===== src/rtl/cmp_arbiter.sv =====
// Round-robin arbiter sharing one registered-input unsigned comparator among NREQ requesters.
// Each grant takes IDLE -> CMP -> RESP, which gives a throughput of at most one compare every three cycles.

module comparator_nbit #(
    parameter int N = 12
) (
    input  logic [N-1:0] a,
    input  logic [N-1:0] b,
    output logic         smaller,
    output logic         equal,
    output logic         greater
);
    assign smaller = (a < b);
    assign equal   = (a == b);
    assign greater = (a > b);
endmodule

module cmp_arbiter #(
    parameter  int N    = 12,
    parameter  int NREQ = 4,
    localparam int IDW  = $clog2(NREQ)
) (
    input  logic              clk,
    input  logic              rst_n,
    input  logic [NREQ-1:0]   req_valid,
    input  logic [NREQ*N-1:0] req_a,
    input  logic [NREQ*N-1:0] req_b,
    output logic [NREQ-1:0]   req_ready,
    output logic              rsp_valid,
    input  logic              rsp_ready,
    output logic [IDW-1:0]    rsp_id,
    output logic              rsp_smaller,
    output logic              rsp_equal,
    output logic              rsp_greater
);
    typedef enum logic [1:0] {IDLE, CMP, RESP} state_t;

    state_t               state_q, state_d;
    logic [IDW-1:0]       last_grant_q, last_grant_d;
    logic [IDW-1:0]       id_q, id_d;
    logic [N-1:0]         op_a_q, op_a_d, op_b_q, op_b_d;
    logic                 rsp_valid_q, rsp_valid_d;
    logic [IDW-1:0]       rsp_id_q, rsp_id_d;
    logic                 sm_q, sm_d, eq_q, eq_d, gt_q, gt_d;

    logic [NREQ-1:0][N-1:0] a_arr, b_arr;
    logic                   sel_found;
    logic [IDW-1:0]         sel_idx;
    logic                   cmp_sm, cmp_eq, cmp_gt;

    for (genvar i = 0; i < NREQ; i++) begin : g_unpack
        assign a_arr[i] = req_a[i*N +: N];
        assign b_arr[i] = req_b[i*N +: N];
    end

    // Search starts one past the last grant so every requester gets a turn.
    always_comb begin
        sel_found = 1'b0;
        sel_idx   = '0;
        for (int k = 1; k <= NREQ; k++) begin
            if (!sel_found && req_valid[(int'(last_grant_q) + k) % NREQ]) begin
                sel_found = 1'b1;
                sel_idx   = IDW'((int'(last_grant_q) + k) % NREQ);
            end
        end
    end

    comparator_nbit #(.N(N)) u_cmp (
        .a       (op_a_q),
        .b       (op_b_q),
        .smaller (cmp_sm),
        .equal   (cmp_eq),
        .greater (cmp_gt)
    );

    always_comb begin
        state_d      = state_q;
        last_grant_d = last_grant_q;
        id_d         = id_q;
        op_a_d       = op_a_q;
        op_b_d       = op_b_q;
        rsp_valid_d  = rsp_valid_q;
        rsp_id_d     = rsp_id_q;
        sm_d         = sm_q;
        eq_d         = eq_q;
        gt_d         = gt_q;
        req_ready    = '0;
        case (state_q)
            IDLE: begin
                if (sel_found) begin
                    req_ready[sel_idx] = 1'b1;
                    op_a_d       = a_arr[sel_idx];
                    op_b_d       = b_arr[sel_idx];
                    id_d         = sel_idx;
                    last_grant_d = sel_idx;
                    state_d      = CMP;
                end
            end
            CMP: begin
                sm_d        = cmp_sm;
                eq_d        = cmp_eq;
                gt_d        = cmp_gt;
                rsp_id_d    = id_q;
                rsp_valid_d = 1'b1;
                state_d     = RESP;
            end
            RESP: begin
                // Handshake returns to IDLE; the next accept is one cycle later.
                if (rsp_ready) begin
                    rsp_valid_d = 1'b0;
                    state_d     = IDLE;
                end
            end
            default: state_d = IDLE;
        endcase
    end

    always_ff @(posedge clk or negedge rst_n) begin
        if (!rst_n) begin
            state_q      <= IDLE;
            last_grant_q <= IDW'(NREQ - 1);
            id_q         <= '0;
            op_a_q       <= '0;
            op_b_q       <= '0;
            rsp_valid_q  <= 1'b0;
            rsp_id_q     <= '0;
            sm_q         <= 1'b0;
            eq_q         <= 1'b0;
            gt_q         <= 1'b0;
        end else begin
            state_q      <= state_d;
            last_grant_q <= last_grant_d;
            id_q         <= id_d;
            op_a_q       <= op_a_d;
            op_b_q       <= op_b_d;
            rsp_valid_q  <= rsp_valid_d;
            rsp_id_q     <= rsp_id_d;
            sm_q         <= sm_d;
            eq_q         <= eq_d;
            gt_q         <= gt_d;
        end
    end

    assign rsp_valid   = rsp_valid_q;
    assign rsp_id      = rsp_id_q;
    assign rsp_smaller = sm_q;
    assign rsp_equal   = eq_q;
    assign rsp_greater = gt_q;
endmodule


===== config.mk =====
export PLATFORM = sky130hd
export DESIGN_NAME = cmp_arbiter
export DESIGN_NICKNAME = d
export VERILOG_FILES = /design/src/rtl/cmp_arbiter.sv
export SDC_FILE = /design/constraint.sdc
export NUM_CORES = 1
export LEC_CHECK = 0
export BUFFER_PORTS_ARGS = -buffer_cell sky130_fd_sc_hd__buf_2
export CAP_MARGIN = 15
export CORE_MARGIN = 4
export CORE_UTILIZATION = 47
export CTS_CLUSTER_SIZE = 16
export DETAILED_ROUTE_END_ITERATION = 8
export GPL_ROUTABILITY_DRIVEN = 0
export PLACE_DENSITY = 0.9
export SYNTH_ARGS = -nofsm -noshare
export SYNTH_HDL_FRONTEND = slang
export SYNTH_SLANG_ARGS = --single-unit

===== constraint.sdc =====
create_clock -name clk -period 2.5 [get_ports clk]
set_input_delay 0.5 -clock clk [delete_from_list [all_inputs] [get_ports clk]]
set_output_delay 0.5 -clock clk [all_outputs]
set_load 0.005 [all_outputs]

* Word level (Yosys, flattened, before mapping) *
Cells that the tools add are included.

storage, ports and cells
  flip-flop bits (word level) = 36
  output and inout port bits = 10
  word-level logic and storage cells = 80

operators by class
  add/subtract/negate cells = 4
  magnitude comparators = 8
  equal/unequal tests = 5
  mux-type cells = 33
  bitwise logic cells = 4
  reductions and logical operators = 16

operators with widths
  cell                                                                    number
  12-bit binary-select mux with 2-bit select                              2
  12-bit 2-to-1 mux                                                       2
  3-bit by 4-bit < comparator with 1-bit output (second input constant)   4
  1-bit 2-to-1 mux                                                        14
  12-bit == test                                                          1
  12-bit > comparator                                                     1
  12-bit < comparator                                                     1
  2-bit 2-to-1 mux                                                        6
  1-bit binary-select mux with 2-bit select                               4
  4-bit 2-to-1 mux                                                        2
  2-bit OR reduction                                                      4
  2-bit case mux with 3 select lines                                      1
  2-bit AND reduction                                                     3
  2-bit by 1-bit adder with 2-bit output (second input constant)          2
  2-bit adder (second input constant)                                     2
  1-bit bitwise AND (first input constant)                                4
  1-bit logical AND                                                       4
  2-bit != test (second input constant)                                   2
  1-bit zero test                                                         3
  2-bit by 3-bit < comparator with 1-bit output (second input constant)   1
  1-bit demux with 2-bit select                                           1
  2-bit by 1-bit == test with 1-bit output (second input constant)        1
  2-bit == test (second input constant)                                   1
  2-bit by 1-bit >= comparator with 1-bit output (second input constant)  1
  other kinds (3)                                                         3

* Logic depth before layout (Yosys ltp) *
  word-level depth = 22
  depth in mapped cells = 8

* By module *
Synthesis repeated with hierarchy kept, for this count alone.

second synthesis, totals
  cell total of the unflattened synthesis = 284
  area total of the unflattened synthesis = 2655.0 um^2

modules (own cells, without submodules)
  module           times used  cells each  area an instance (um^2)
  cmp_arbiter      1           240         2347.3
  comparator_nbit  1           44          307.8

* Least setup slack after synthesis *
Ideal clock, no wire load.

  path kind = reg2out
  start = register last_grant_q[1]
  end = output req_ready[0]
  arrival = 1.473 ns
  path slack = 0.527 ns
  stages on the path, launching flop included = 8
  cell sequence = dfstp_2 buf_4 mux2i_1 o221a_4 buf_12 buf_8 inv_1 nor2_1

on the way
  longest elaborated chain between the ends = 20
  elaborated cells on any way between the ends = 37
  those cells by class = add/sub: 4; order compare: 2; mux: 24; reduce/logical: 7

RTL lines
  item                                                                                                                                   RTL line  RTL
  start, declared                                                                                                                        39        logic [IDW-1:0] last_grant_q, last_grant_d;
  start signal, assigned                                                                                                                 121       last_grant_q <= IDW'(NREQ - 1);
  start signal, assigned                                                                                                                 132       last_grant_q <= last_grant_d;
  2-bit by 1-bit adder with 2-bit output                                                                                                 61, 63
  1-bit binary-select mux with 2-bit select                                                                                              61        if (!sel_found && req_valid[(int'(last_grant_q) + k) % NREQ]) begin
  1-bit 2-to-1 mux (not written as such) (2 in a row)                                                                                    61
  1-bit 2-to-1 mux                                                                                                                       61
  1-bit zero test                                                                                                                        61
  1-bit logical AND                                                                                                                      61
  1-bit 2-to-1 mux                                                                                                                       61
  1-bit zero test                                                                                                                        61
  [... 3 more ...]                                                                                                                       --
  1-bit logical AND                                                                                                                      61
  2-bit 2-to-1 mux                                                                                                                       61
  2-bit by 3-bit < comparator with 1-bit output (not written as such) or 2-bit by 1-bit >= comparator with 1-bit output (tied branches)  91        req_ready[sel_idx] = 1'b1;
  1-bit logical AND (not written as such)                                                                                                91
  1-bit 2-to-1 mux (not written as such)                                                                                                 91
  1-bit demux with 2-bit select                                                                                                          91
  4-bit 2-to-1 mux (*)                                                                                                                   90        if (sel_found) begin
  4-bit 2-to-1 mux (*)                                                                                                                   88        case (state_q)
  end, declared                                                                                                                          28        output logic [NREQ-1:0] req_ready,

Mark *: on every way between the ends. The rest lies on a longest branch, timed or not. The select of a mux whose other input is x is not followed.

* Final worst setup path *
  start = register last_grant_q[1]
  end = output req_ready[3]

The elaborated chain is that of the path after synthesis.

==> impl_results.html <==
<table>
<tr><th>Metric</th><th>Value</th></tr>
<tr><th colspan="2">Synthesis</th></tr>
<tr><td>Largest cells by area after synthesis</td><td>sky130_fd_sc_hd__dfrtp_1 (35%), sky130_fd_sc_hd__mux2i_1 (20%), sky130_fd_sc_hd__o221ai_1 (8.6%)</td></tr>
<tr><td>Commonest cells in the synthesized netlist</td><td>sky130_fd_sc_hd__mux2i_1 (49), sky130_fd_sc_hd__dfrtp_1 (34), sky130_fd_sc_hd__nand2_1 (32), sky130_fd_sc_hd__o221ai_1 (24), sky130_fd_sc_hd__inv_1 (17)</td></tr>
<tr><td>Post-synth design cell area</td><td>0.00243 mm^2</td></tr>
<tr><td>Net count after synthesis</td><td>348</td></tr>
<tr><td>Most frequently used cell type in the post-synthesis netlist</td><td>sky130_fd_sc_hd__mux2i_1</td></tr>
<tr><td>Count of cell types in the netlist</td><td>33</td></tr>
<tr><td>Async set-or-reset flop fraction in the synthesized netlist</td><td>100%</td></tr>
<tr><td>Share of Yosys cell area claimed by the top area cell type</td><td>35.0%</td></tr>
<tr><td>Number of enable-type register cells in the synthesized netlist</td><td>0</td></tr>
<tr><td>Post-Synthesis Mean Instance Area</td><td>10.4 um^2</td></tr>
<tr><td>Gate Count Post-Synth</td><td>233</td></tr>
<tr><td>Sequential cell area fraction in the yosys report</td><td>37.1%</td></tr>
<tr><td>Prevailing post-synth register cell</td><td>sky130_fd_sc_hd__dfrtp_1</td></tr>
<tr><td>Post-synth top area cell</td><td>sky130_fd_sc_hd__dfrtp_1</td></tr>
<tr><td>Count of yosys warnings during synthesis</td><td>0</td></tr>
<tr><td>Flops &amp; latches, synth</td><td>36</td></tr>
<tr><th colspan="2">Floorplan</th></tr>
<tr><td>FP Rows</td><td>25</td></tr>
<tr><td>Width of the die</td><td>79.9 um</td></tr>
<tr><td>Boundary pin count</td><td>113</td></tr>
<tr><td>Die height</td><td>79.9 um</td></tr>
<tr><td>Core ar.</td><td>0.00488 mm^2</td></tr>
<tr><td>Initial cell density of the core</td><td>49.8%</td></tr>
<tr><td>Die Footprint</td><td>0.00639 mm^2</td></tr>
<tr><th colspan="2">GRT</th></tr>
<tr><td>Wire length of the first global-routing pass</td><td>9.52 mm</td></tr>
<tr><td>Met2 usage</td><td>34.1%</td></tr>
<tr><td>Fraction of met3 tracks used by global routing</td><td>4.40%</td></tr>
<tr><td>Number of antenna violations at the first check in global routing</td><td>0</td></tr>
<tr><td>GRT Residual Overflow</td><td>0</td></tr>
<tr><td>Global router's overall resource usage</td><td>19.1%</td></tr>
<tr><td>Maximum number of pins on one net before global-route repair</td><td>37</td></tr>
<tr><td>Via count of the first global-routing pass</td><td>2110</td></tr>
<tr><td>Global route hottest layer</td><td>met2</td></tr>
<tr><td>Global-route met1 utilization</td><td>22.7%</td></tr>
<tr><th colspan="2">Status</th></tr>
<tr><td>Run status</td><td>complete, no violations</td></tr>
<tr><th colspan="2">Timing</th></tr>
<tr><td>Worst max-slew margin expressed relative to the limit</td><td>47.0%</td></tr>
<tr><td>Crit path time final</td><td>2.29 ns</td></tr>
<tr><td>Final period utilization</td><td>91.5%</td></tr>
<tr><td>Unrepaired setup endpoints after global routing</td><td>false</td></tr>
<tr><td>Final Hold Viols</td><td>0</td></tr>
<tr><td>Slew at the pin closest to its max-slew limit</td><td>0.796 ns</td></tr>
<tr><td>Final worst clock skew</td><td>0.00942 ns</td></tr>
<tr><td>Highest clock frequency the design can meet</td><td>437 MHz</td></tr>
<tr><td>Count of pins over their slew limit</td><td>0</td></tr>
<tr><td>Count of final setup violators</td><td>0</td></tr>
<tr><td>Setup TNS after final layout</td><td>0 ns</td></tr>
<tr><th colspan="2">Setup path</th></tr>
<tr><td>Critical-path cell list</td><td>a31oi_1, a21oi_1, nand2_2, nor2_1, buf_2</td></tr>
<tr><td>CP Depth</td><td>5</td></tr>
<tr><td>Delay of the slowest cell on the worst path</td><td>0.60 ns</td></tr>
<tr><td>Largest delay contributor family on the critical path</td><td>flip-flops</td></tr>
<tr><td>Critical Path AT</td><td>1.79 ns</td></tr>
<tr><td>Path depth of the worst reg2reg path</td><td>5</td></tr>
<tr><td>Number of buffer and inverter stages on the critical path</td><td>1</td></tr>
<tr><td>Worst setup path category</td><td>flop to output pin</td></tr>
<tr><td>Required time at the endpoint of the critical path</td><td>2.00 ns</td></tr>
<tr><td>Critical path startpoint category</td><td>flop</td></tr>
<tr><td>Critical Path End Type</td><td>output pin</td></tr>
<tr><td>Worst Path Max Fanout</td><td>16</td></tr>
<tr><td>Critical path's slowest cell</td><td>sky130_fd_sc_hd__dfstp_2</td></tr>
<tr><th colspan="2">Power and ir drop</th></tr>
<tr><td>P_leak</td><td>1.70 nW</td></tr>
<tr><td>VDD IR max</td><td>0.551 mV</td></tr>
<tr><td>Sequential cell fraction of total power</td><td>32.7%</td></tr>
<tr><td>Cell area power density</td><td>1080 mW/mm^2</td></tr>
<tr><td>Sw Pwr</td><td>0.00135 W</td></tr>
<tr><td>Switching share of power</td><td>41.0%</td></tr>
<tr><td>Internal power summed over all cells</td><td>0.00194 W</td></tr>
<tr><td>Combinational group share of total power</td><td>54.3%</td></tr>
<tr><td>Proportion of power drawn by the clock network</td><td>12.9%</td></tr>
<tr><th colspan="2">Route</th></tr>
<tr><td>Average wire length per cell after detail routing</td><td>14.7 um</td></tr>
<tr><td>DRC violation count after routing</td><td>0</td></tr>
<tr><td>Drt total wl</td><td>6.01 mm</td></tr>
<tr><td>Number of detailed-routing iterations run before antenna repair</td><td>4</td></tr>
<tr><td>Number of DRC markers after the initial detailed-route iteration</td><td>53</td></tr>
<tr><td>Number of nets with antenna violations after routing</td><td>0</td></tr>
<tr><td>Ratio of routed vias to standard cells</td><td>5.14</td></tr>
<tr><td>Total number of vias</td><td>2103</td></tr>
<tr><th colspan="2">Clock network</th></tr>
<tr><td>CTS Root Buffer Type</td><td>sky130_fd_sc_hd__clkbuf_8</td></tr>
<tr><td>Hold buffer count at CTS</td><td>0</td></tr>
<tr><td>Clock transition at the registers of the reported paths</td><td>0.08 ns</td></tr>
<tr><td>Number of clock buffers inserted by TritonCTS</td><td>5</td></tr>
<tr><td>Clock tree buffer depth</td><td>2</td></tr>
<tr><td>CTS tree</td><td>yes</td></tr>
<tr><td>Num Clock Sinks</td><td>36</td></tr>
<tr><td>Worst skew pair latency</td><td>0.29 ns</td></tr>
<tr><td>Depth of the CTS H-tree</td><td>2</td></tr>
<tr><th colspan="2">Placement</th></tr>
<tr><td>DP Wirelength</td><td>4.76 mm</td></tr>
<tr><td>Port-buffer cells</td><td>112</td></tr>
<tr><th colspan="2">Finish</th></tr>
<tr><td>Diode count</td><td>0</td></tr>
<tr><td>End-of-flow core utilization</td><td>62.3%</td></tr>
<tr><td>Filler cell count in the final layout</td><td>442</td></tr>
<tr><td>Layout Nets</td><td>456</td></tr>
<tr><td>Layout overhead on the synthesized area</td><td>24.9%</td></tr>
<tr><td>Fraction of final layout cells with drive strength greater than 1</td><td>39.2%</td></tr>
<tr><td>Total area of multi-input combinational cells</td><td>0.00127 mm^2</td></tr>
<tr><td>Sequential cell area in the final layout</td><td>903 um^2</td></tr>
<tr><th colspan="2">Flow run</th></tr>
<tr><td>Number of max-cap violations</td><td>0</td></tr>
<tr><th colspan="2">Hold path</th></tr>
<tr><td>Class of the worst hold path</td><td>input port to asynchronous set/reset pin</td></tr>
</table>
==> flip-flops by register name (all words and copies together), names as in the netlist <==
signal and cells:
op_a_q 12, op_b_q 12, id_q 2, last_grant_q 2, rsp_id 2, state_q 2
rsp_equal 1, rsp_greater 1, rsp_smaller 1, rsp_valid 1
==> metrics by stage <==
stage / total power, W / instance area (um^2) / worst slack (ns) / hold WS, ns / std cells
after floorplan: 0.00255 / 2430 / 0.527 / 0.204 / 233
after global placement: 0.00279 / 2940 / 0.378 / 0.457 / 401
after detailed placement: 0.00288 / 2940 / 0.302 / 0.460 / 401
after CTS: 0.00332 / 3030 / 0.107 / 0.335 / 409
after global routing: 0.00359 / 3040 / 0.0754 / 0.358 / 409
final: 0.00329 / 3040 / 0.213 / 0.291 / 409
==> path summary, 6_finish.rpt <==
path | startpoint | slack, ns | end
setup / recovery | last_grant_q[1] | 0.21 | req_ready[3]
hold / removal | rst_n | 0.29 | op_a_q[5]
setup reg to reg | last_grant_q[1] | 0.39 | op_b_q[7]
hold reg to reg | id_q[1] | 0.48 | id_q[1]
max in group asynchronous | rst_n | 1.69 | op_a_q[8]
min in group clk | rsp_ready | 0.47 | state_q[1]
==> cell families after synthesis <==
logic type | count (synthesis) | share of synthesized area, %
DFF | 36 | 37.1
and+or+nand+nor | 53 | 9.52
adders and majority gates | 12 | 6.17
muxes | 51 | 21.1
AOI/OAI and AO/OA | 47 | 15.2
buffers and inverters | 34 | 10.9
==> final cells by class <==
cell class / count / area share (%)
multi-input cells: 163 / 41.7
inverters: 18 / 2.63
flip-flops and latches: 36 / 29.7
repair buffers: 117 / 20.1
well taps: 67 / 2.76
clock buffers: 6 / 2.72
clock inverters: 2 / 0.329
==> layout by cell type (no fill, tap or decap), types with 2 or more instances in the layout <==
cell and count:
sky130_fd_sc_hd__nand2b_1 2, sky130_fd_sc_hd__dfstp_2 2, sky130_fd_sc_hd__o221ai_1 24, sky130_fd_sc_hd__a21oi_1 10
sky130_fd_sc_hd__mux2_2 2, sky130_fd_sc_hd__mux2i_1 49, sky130_fd_sc_hd__dfrtp_1 34, sky130_fd_sc_hd__clkbuf_8 6
sky130_fd_sc_hd__clkinv_2 2, sky130_fd_sc_hd__inv_1 17, sky130_fd_sc_hd__nand4_1 3, sky130_fd_sc_hd__buf_4 4
sky130_fd_sc_hd__a21o_1 5, sky130_fd_sc_hd__buf_2 112, sky130_fd_sc_hd__ha_1 12, sky130_fd_sc_hd__nand2_1 32
sky130_fd_sc_hd__nor2b_1 2, sky130_fd_sc_hd__nor2_1 10
==> timing repair <==
item / 4_1_cts / 5_1_grt
endpoints found under the hold margin: 0 / 0
setup endpoints to repair: 0 / 2
setup buffers: 0 / 0
gates resized for setup: 0 / 1
==> power groups by stage <==
| stage | clock network, W | logic [W] | registers, W |
|---|---|---|---|
| 5_1_grt | 0.000462 | 0.00202 | 0.00111 |
| 6_report | 0.000426 | 0.00179 | 0.00108 |
| 3_3_place_gp | 0 | 0.00172 | 0.00107 |
| 4_1_cts | 0.000437 | 0.00180 | 0.00108 |
| 3_5_place_dp | 0 | 0.00180 | 0.00108 |
| 2_1_floorplan | 0 | 0.00153 | 0.00102 |
==> per-layer routing <==
layer,up-vias,share of wire (%)
met4,0,1.2
met3,8,6.6
met2,80,51
li1,1062,-
met1,953,41
met5,-,0
(Power assumes the default switching activity.)
